<file path="src/rtl/coeff_load_controller.sv">
// Coefficient load controller: walks the operator through entering a polynomial
// degree, coefficients A..E (x^4..x^0), step value N and sign option S with a
// debounced go key, then starts the plotter and waits for it to finish.
// Optional feature macro: SKIP_UNUSED_COEFF_EN -- zeroes coefficients above the
// loaded degree and skips their load/wait states.
module coeff_load_controller #(
    parameter int MAX_DEGREE = 4
) (
    input  logic              clk,
    input  logic              reset,
    input  logic              go,
    input  logic [6:0]        constant,
    input  logic              plot_done,
    output logic [5:0]        current_state,
    output logic [2:0]        degree,
    output logic signed [6:0] coef_a,
    output logic signed [6:0] coef_b,
    output logic signed [6:0] coef_c,
    output logic signed [6:0] coef_d,
    output logic signed [6:0] coef_e,
    output logic [5:0]        n_val,
    output logic              s_neg,
    output logic              start_plot
);

    typedef enum logic [5:0] {
        INITIALIZATION   = 6'd0,
        LOAD_DEGREE      = 6'd1,
        LOAD_DEGREE_WAIT = 6'd2,
        LOAD_A           = 6'd3,
        A_WAIT           = 6'd4,
        LOAD_B           = 6'd5,
        B_WAIT           = 6'd6,
        LOAD_C           = 6'd7,
        C_WAIT           = 6'd8,
        LOAD_D           = 6'd9,
        D_WAIT           = 6'd10,
        LOAD_E           = 6'd11,
        E_WAIT           = 6'd12,
        LOAD_N           = 6'd13,
        N_WAIT           = 6'd14,
        LOAD_S           = 6'd15,
        S_WAIT           = 6'd16,
        PLOT             = 6'd17,
        PLOT_FINISHED    = 6'd18
    } state_t;

    localparam logic [2:0] MAX_DEG = 3'(MAX_DEGREE);

    state_t     state;
    logic [2:0] clamped_degree;
    state_t     first_coef;

    assign current_state = state;

    // Degree entry is clamped to the highest supported degree.
    always_comb begin
        clamped_degree = (constant[2:0] > MAX_DEG) ? MAX_DEG : constant[2:0];
    end

    // Pick the first coefficient state to visit after the degree is entered.
    always_comb begin
`ifdef SKIP_UNUSED_COEFF_EN
        case (degree)
            3'd4:    first_coef = LOAD_A;
            3'd3:    first_coef = LOAD_B;
            3'd2:    first_coef = LOAD_C;
            3'd1:    first_coef = LOAD_D;
            default: first_coef = LOAD_E;
        endcase
`else
        first_coef = LOAD_A;
`endif
    end

    // Load sequencer: each LOAD state captures on go, each WAIT state advances on release.
    always_ff @(posedge clk or posedge reset) begin
        if (reset) begin
            state      <= INITIALIZATION;
            degree     <= '0;
            coef_a     <= '0;
            coef_b     <= '0;
            coef_c     <= '0;
            coef_d     <= '0;
            coef_e     <= '0;
            n_val      <= '0;
            s_neg      <= 1'b0;
            start_plot <= 1'b0;
        end else begin
            start_plot <= 1'b0;
            case (state)
                INITIALIZATION: state <= LOAD_DEGREE;
                LOAD_DEGREE: if (go) begin
                    degree <= clamped_degree;
                    state  <= LOAD_DEGREE_WAIT;
                end
                LOAD_DEGREE_WAIT: if (!go) begin
                    state <= first_coef;
`ifdef SKIP_UNUSED_COEFF_EN
                    if (degree < 3'd4) coef_a <= '0;
                    if (degree < 3'd3) coef_b <= '0;
                    if (degree < 3'd2) coef_c <= '0;
                    if (degree < 3'd1) coef_d <= '0;
`endif
                end
                LOAD_A: if (go) begin
                    coef_a <= constant;
                    state  <= A_WAIT;
                end
                A_WAIT: if (!go) state <= LOAD_B;
                LOAD_B: if (go) begin
                    coef_b <= constant;
                    state  <= B_WAIT;
                end
                B_WAIT: if (!go) state <= LOAD_C;
                LOAD_C: if (go) begin
                    coef_c <= constant;
                    state  <= C_WAIT;
                end
                C_WAIT: if (!go) state <= LOAD_D;
                LOAD_D: if (go) begin
                    coef_d <= constant;
                    state  <= D_WAIT;
                end
                D_WAIT: if (!go) state <= LOAD_E;
                LOAD_E: if (go) begin
                    coef_e <= constant;
                    state  <= E_WAIT;
                end
                E_WAIT: if (!go) state <= LOAD_N;
                LOAD_N: if (go) begin
                    n_val <= constant[5:0];
                    state <= N_WAIT;
                end
                N_WAIT: if (!go) state <= LOAD_S;
                LOAD_S: if (go) begin
                    s_neg <= constant[0];
                    state <= S_WAIT;
                end
                S_WAIT: if (!go) begin
                    state      <= PLOT;
                    start_plot <= 1'b1;
                end
                PLOT: if (plot_done) state <= PLOT_FINISHED;
                PLOT_FINISHED: if (go) state <= LOAD_DEGREE_WAIT;
                default: state <= INITIALIZATION;
            endcase
        end
    end

endmodule

</file>
<file path="config.mk">
export PLATFORM = sky130hd
export DESIGN_NAME = coeff_load_controller
export DESIGN_NICKNAME = d
export VERILOG_FILES = /design/src/rtl/coeff_load_controller.sv
export SDC_FILE = /design/constraint.sdc
export NUM_CORES = 1
export LEC_CHECK = 0
export ABC_CLOCK_PERIOD_IN_PS = 2620
export BUFFER_PORTS_ARGS = -buffer_cell sky130_fd_sc_hd__buf_2
export CAP_MARGIN = 20
export CORE_UTILIZATION = 42
export CTS_BUF_LIST = sky130_fd_sc_hd__clkbuf_4 sky130_fd_sc_hd__clkbuf_8
export DETAILED_ROUTE_END_ITERATION = 8
export PLACE_DENSITY = 0.71
export SYNTH_ARGS = -nofsm -noshare
export SYNTH_HDL_FRONTEND = slang
export SYNTH_SLANG_ARGS = --single-unit
</file>
<file path="constraint.sdc">
create_clock -name clk -period 2.62 [get_ports clk]
set_input_delay 0.131 -clock clk [delete_from_list [all_inputs] [get_ports clk]]
set_output_delay 0.131 -clock clk [all_outputs]
set_load 0.02 [all_outputs]
</file>
; ---- After elaboration in Yosys (flattened, before gate mapping)
; Index checks and enable logic that the tools add are counted.
[op_classes]
shift = 0
n_eq_ne = 35
n_reduce_logical = 11
n_div = 0
n_addsub = 0
order_cmp = 1
mul = 0
muxes = 21
n_bitwise = 0
[op_table]
columns = op, count
row1 = $pmux 6 s18, 1
row2 = $mux 6, 17
row3 = $eq 6x4->1 const B, 8
row4 = $ne 2x2->1 const B, 16
row5 = $eq 6x3->1 const B, 4
row6 = $eq 6x5->1 const B, 3
row7 = $reduce_and 17->1, 1
row8 = $reduce_and 2->1, 8
row9 = $eq 6x2->1 const B, 2
row10 = $eq 6x1->1 const B, 1
row11 = $logic_not 6->1, 1
row12 = $gt 3x3->1 const B, 1
row13 = $mux 3, 1
row14 = $mux 1, 2
row15 = $ne 2x1->1 const B, 1
row16 = $reduce_or 2->1, 1
[word_totals]
elab_cells = 78
ramBits = 0
output_inout_bits = 52
latchBits = 0
romBits = 0
input_bits = 11
mem_count = 0
register_bits = 52

; ---- Depth between registers and ports, before layout
[depth]
word_depth = 4
depth_mapped = 5
ltp_nobuf = 3

; ---- Least setup slack after synthesis
; OpenSTA, ideal clock, no wires.
[synth_timing]
path_type = reg-to-reg
start = reg state[2] (netlist: current_state[2])
end = reg coef_c[0]
arrival_ns = 1.517
setup_ns = 0.125
synth_period_minus_slack_ns = 1.642
path_stages_with_launch = 6
slack_ns = 0.978
n_path_buf = 2
required_time_ns = 2.495
path_cell_list = dfrtp_1 -> buf_4 -> nand4_2 -> or3_1 -> buf_6 -> mux2_4
[synth_between]
elab_chain_cells = 2
[synth_lines]
columns = element, line
row1 = start: declaration, 50  ; state_t state;
row2 = start signal: assignment, 98  ; state <= first_coef;
row3 = $eq 6x3->1, 91  ; case (state)
row4 = $reduce_and 2->1 (no source line), -
row5 = end signal: assignment, 117  ; coef_c <= constant;
row6 = end: declaration, 18  ; output logic signed [6:0] coef_c,
; Every way passes these cells.
; A chain may end at the register's enable or synchronous reset.

; ---- Worst setup path in the final report
[layout_timing]
start = reg state[0] (netlist: current_state[0])
end = reg coef_c[1]
; The elaborated chain is that of the path after synthesis.

==> impl_metrics.env <==
export IMPL_setup_worst_path_end_class="register"
export IMPL_path_cells="nand4_2, or3_1, mux2_4"
export IMPL_cts_tree="done"
export IMPL_peakVddDrop_mv=0.520
export IMPL_multi_input_comb_area_um2=822
export IMPL_timing_slew_headroom_pct=66.4
export IMPL_yosysWarnings=0
export IMPL_post_cts_buffers=0
export IMPL_route_detailed_drc=0
export IMPL_cts_hold_buf=1
export IMPL_vias=1342
export IMPL_final_max_slew_viol_count=0
export IMPL_cts_resized=0
export IMPL_clock_sinks=51
export IMPL_clock_path_buffers=2
export IMPL_wirelength_mm=4.27
export IMPL_overflow=0
export IMPL_ant_nets=0
export IMPL_synth_seq_cells=51
export IMPL_clk_latency_ns=0.31
export IMPL_rsz0062_at_grt="no"
export IMPL_die_width_um=74.2
export IMPL_worst_pin_slew_ns=0.502
export IMPL_finalSetupViolCount=0
export IMPL_status="complete, no violations"
export IMPL_coreArea_mm2=0.00488
export IMPL_dieHeight_um=74.2
export IMPL_hold_slack_ns=0.124
export IMPL_start_kind="register"
export IMPL_synth_avg_cell_area_um2=15.3
export IMPL_leakagePower_nw=1.34
export IMPL_layoutNonFillerInstCount=271
export IMPL_synthTopCellsByArea="dfrtp_1, mux2_2, mux2_4, buf_6, nor2b_1"
export IMPL_dp_hpwl_mm=3.01
export IMPL_dp_cells=263
export IMPL_portBuffers=61
export IMPL_max_stage_delay_ns=0.63
export IMPL_drtPass1Iterations=4
export IMPL_fillers=455
export IMPL_wl_per_cell_um=15.7
export IMPL_grt_pass1_wl_mm=6.67
export IMPL_synthFlopType="dfrtp_1"
export IMPL_synth_cell_types=29
export IMPL_utilization_pct=53.7
export IMPL_syn_nets=154
export IMPL_criticalPathCategory="reg2reg"
export IMPL_cp_max_fo=12
export IMPL_gp_congestion=0.758
export IMPL_regArea_mm2=0.00128
export IMPL_yosysTopAreaCell="dfrtp_1"
export IMPL_htree_levels=2
export IMPL_via_per_inst=4.95
export IMPL_start_util_pct=44.8
export IMPL_grt_max_degree=33
export IMPL_critPathSlowestCell="dfrtp_1"
export IMPL_antenna_found_initial=0
export IMPL_finalHoldViolCount=0
export IMPL_die_area_mm2=0.00550
export IMPL_async_flop_share_pct=100
export IMPL_clkTransAtPathRegs_ns=0.09
export IMPL_ioPinCount=63
export IMPL_fin_nets=215
export IMPL_critPathArrivalTime_ns=2.08
export IMPL_cts_buffers=5
export IMPL_yosysSeqAreaShare_pct=58.4
export IMPL_max_freq_mhz=530
export IMPL_syn_to_final_growth_pct=19.7
export IMPL_path_buf_inv=0
export IMPL_cellPowerDensity_mw_per_mm2=1320
export IMPL_clock_skew_ns=0.00710
export IMPL_period_minus_slack_ns=1.89
export IMPL_first_global_vias=1217
export IMPL_fp_row_count=25
export IMPL_synth_top_cell_area_share_pct=58.4
export IMPL_grt_use_total_pct=17.2
export IMPL_drv_cap=0
export IMPL_cp_required_ns=2.81
export IMPL_synth_cells=143
export IMPL_antenna_cells=0
export IMPL_netlist_area_mm2=0.00219
export IMPL_synth_common_cells="dfrtp_1, mux2_2, mux2_4, nor2_1, buf_6"
export IMPL_drive_above_1_share_pct=60.3
export IMPL_yosys_cell_count_top_type="dfrtp_1"
export IMPL_drtIter0Drc=111
export IMPL_setup_tns_ns=0
export IMPL_synth_edf_count=0
export IMPL_reg2reg_setup_slack_ns=0.73
export IMPL_period_share_pct=72.1
export IMPL_root_buffer="clkbuf_8"
export IMPL_hold_class="in2reg"
export IMPL_crit_family="simple AND/OR/NAND/NOR gates"
-- state kept, by name, summed over array words and instances (netlist names) --
name,flops
start_plot,1
coef_c,7
coef_b,7
n_val,6
coef_d,7
s_neg,1
current_state,5
degree,3
coef_e,7
coef_a,7
-- worst paths after layout --
path                                                   start                    end  depth (start not counted)
worst min-delay path                             constant[6]  coef_c[6]$_DFFE_PP0P_                          2
worst max register to register  current_state[0]$_DFFE_PP0P_  coef_c[1]$_DFFE_PP0P_                          3
worst min register to register             s_neg$_DFFE_PP0P_      s_neg$_DFFE_PP0P_                          1
min in group asynchronous                              reset  coef_c[6]$_DFFE_PP0P_                          3
max in group asynchronous                              reset  coef_d[1]$_DFFE_PP0P_                          4
worst max-delay path            current_state[0]$_DFFE_PP0P_  coef_c[1]$_DFFE_PP0P_                          3
-- cell type report --
| class | instances | area share, % |
|---|---|---|
| clock buffer | 5 | 2.63 |
| sequential | 51 | 48.7 |
| inverter | 2 | 0.287 |
| multi-input combinational | 81 | 31.4 |
| tap | 67 | 3.20 |
| clock inverter | 2 | 1.43 |
| timing repair buffer | 63 | 12.3 |
-- cells by family (layout without fill, tap and decap cells) --
kind of cell              after synthesis  in the layout  share of synthesized area, %
buffers and inverters                  11             72                          4.06
DFF                                    51             51                          58.4
muxes                                  45             45                          25.6
other                                   1              1                         0.171
and+or+nand+nor                        25             25                          8.52
AOI/OAI and AO/OA                       8              8                          2.52
xor gates and xnor gates                2              2                         0.801
-- routing by layer --
metal / track usage, % / up-vias / part of all wire [%]
met5: 0 / - / 0
met4: 6.41 / 0 / 1.5
met3: 5.42 / 6 / 5.0
met2: 25.6 / 36 / 47
met1: 23.6 / 672 / 46
li1: - / 628 / -
-- power by group --
group	internal [W]	leakage (nW)	switching, W
Sequential	0.00115	0.632	0.000270
Clock	0.000279	0.0502	0.000260
Combinational	0.000674	0.656	0.000816
-- layout by cell type, fill, tap and decap left out, types with 2 or more instances in the layout --
cell,instances
mux2_4,14
nand3_2,2
clkbuf_8,5
buf_2,61
dfrtp_1,51
o21ai_0,2
nand2_1,2
a31o_2,2
nor2b_1,4
or3_1,3
mux2_2,31
xor2_1,2
nor2_1,6
-- stage by stage --
stage                     cell area, um2  worst slack, ns  power (W)
final                               2620            0.732    0.00345
after global routing                2620            0.636    0.00366
after CTS                           2620            0.738    0.00348
after detailed placement            2500            0.750    0.00294
after global placement              2500            0.727    0.00291
after floorplan                     2190            0.978    0.00248
(Power assumes the default switching activity.)
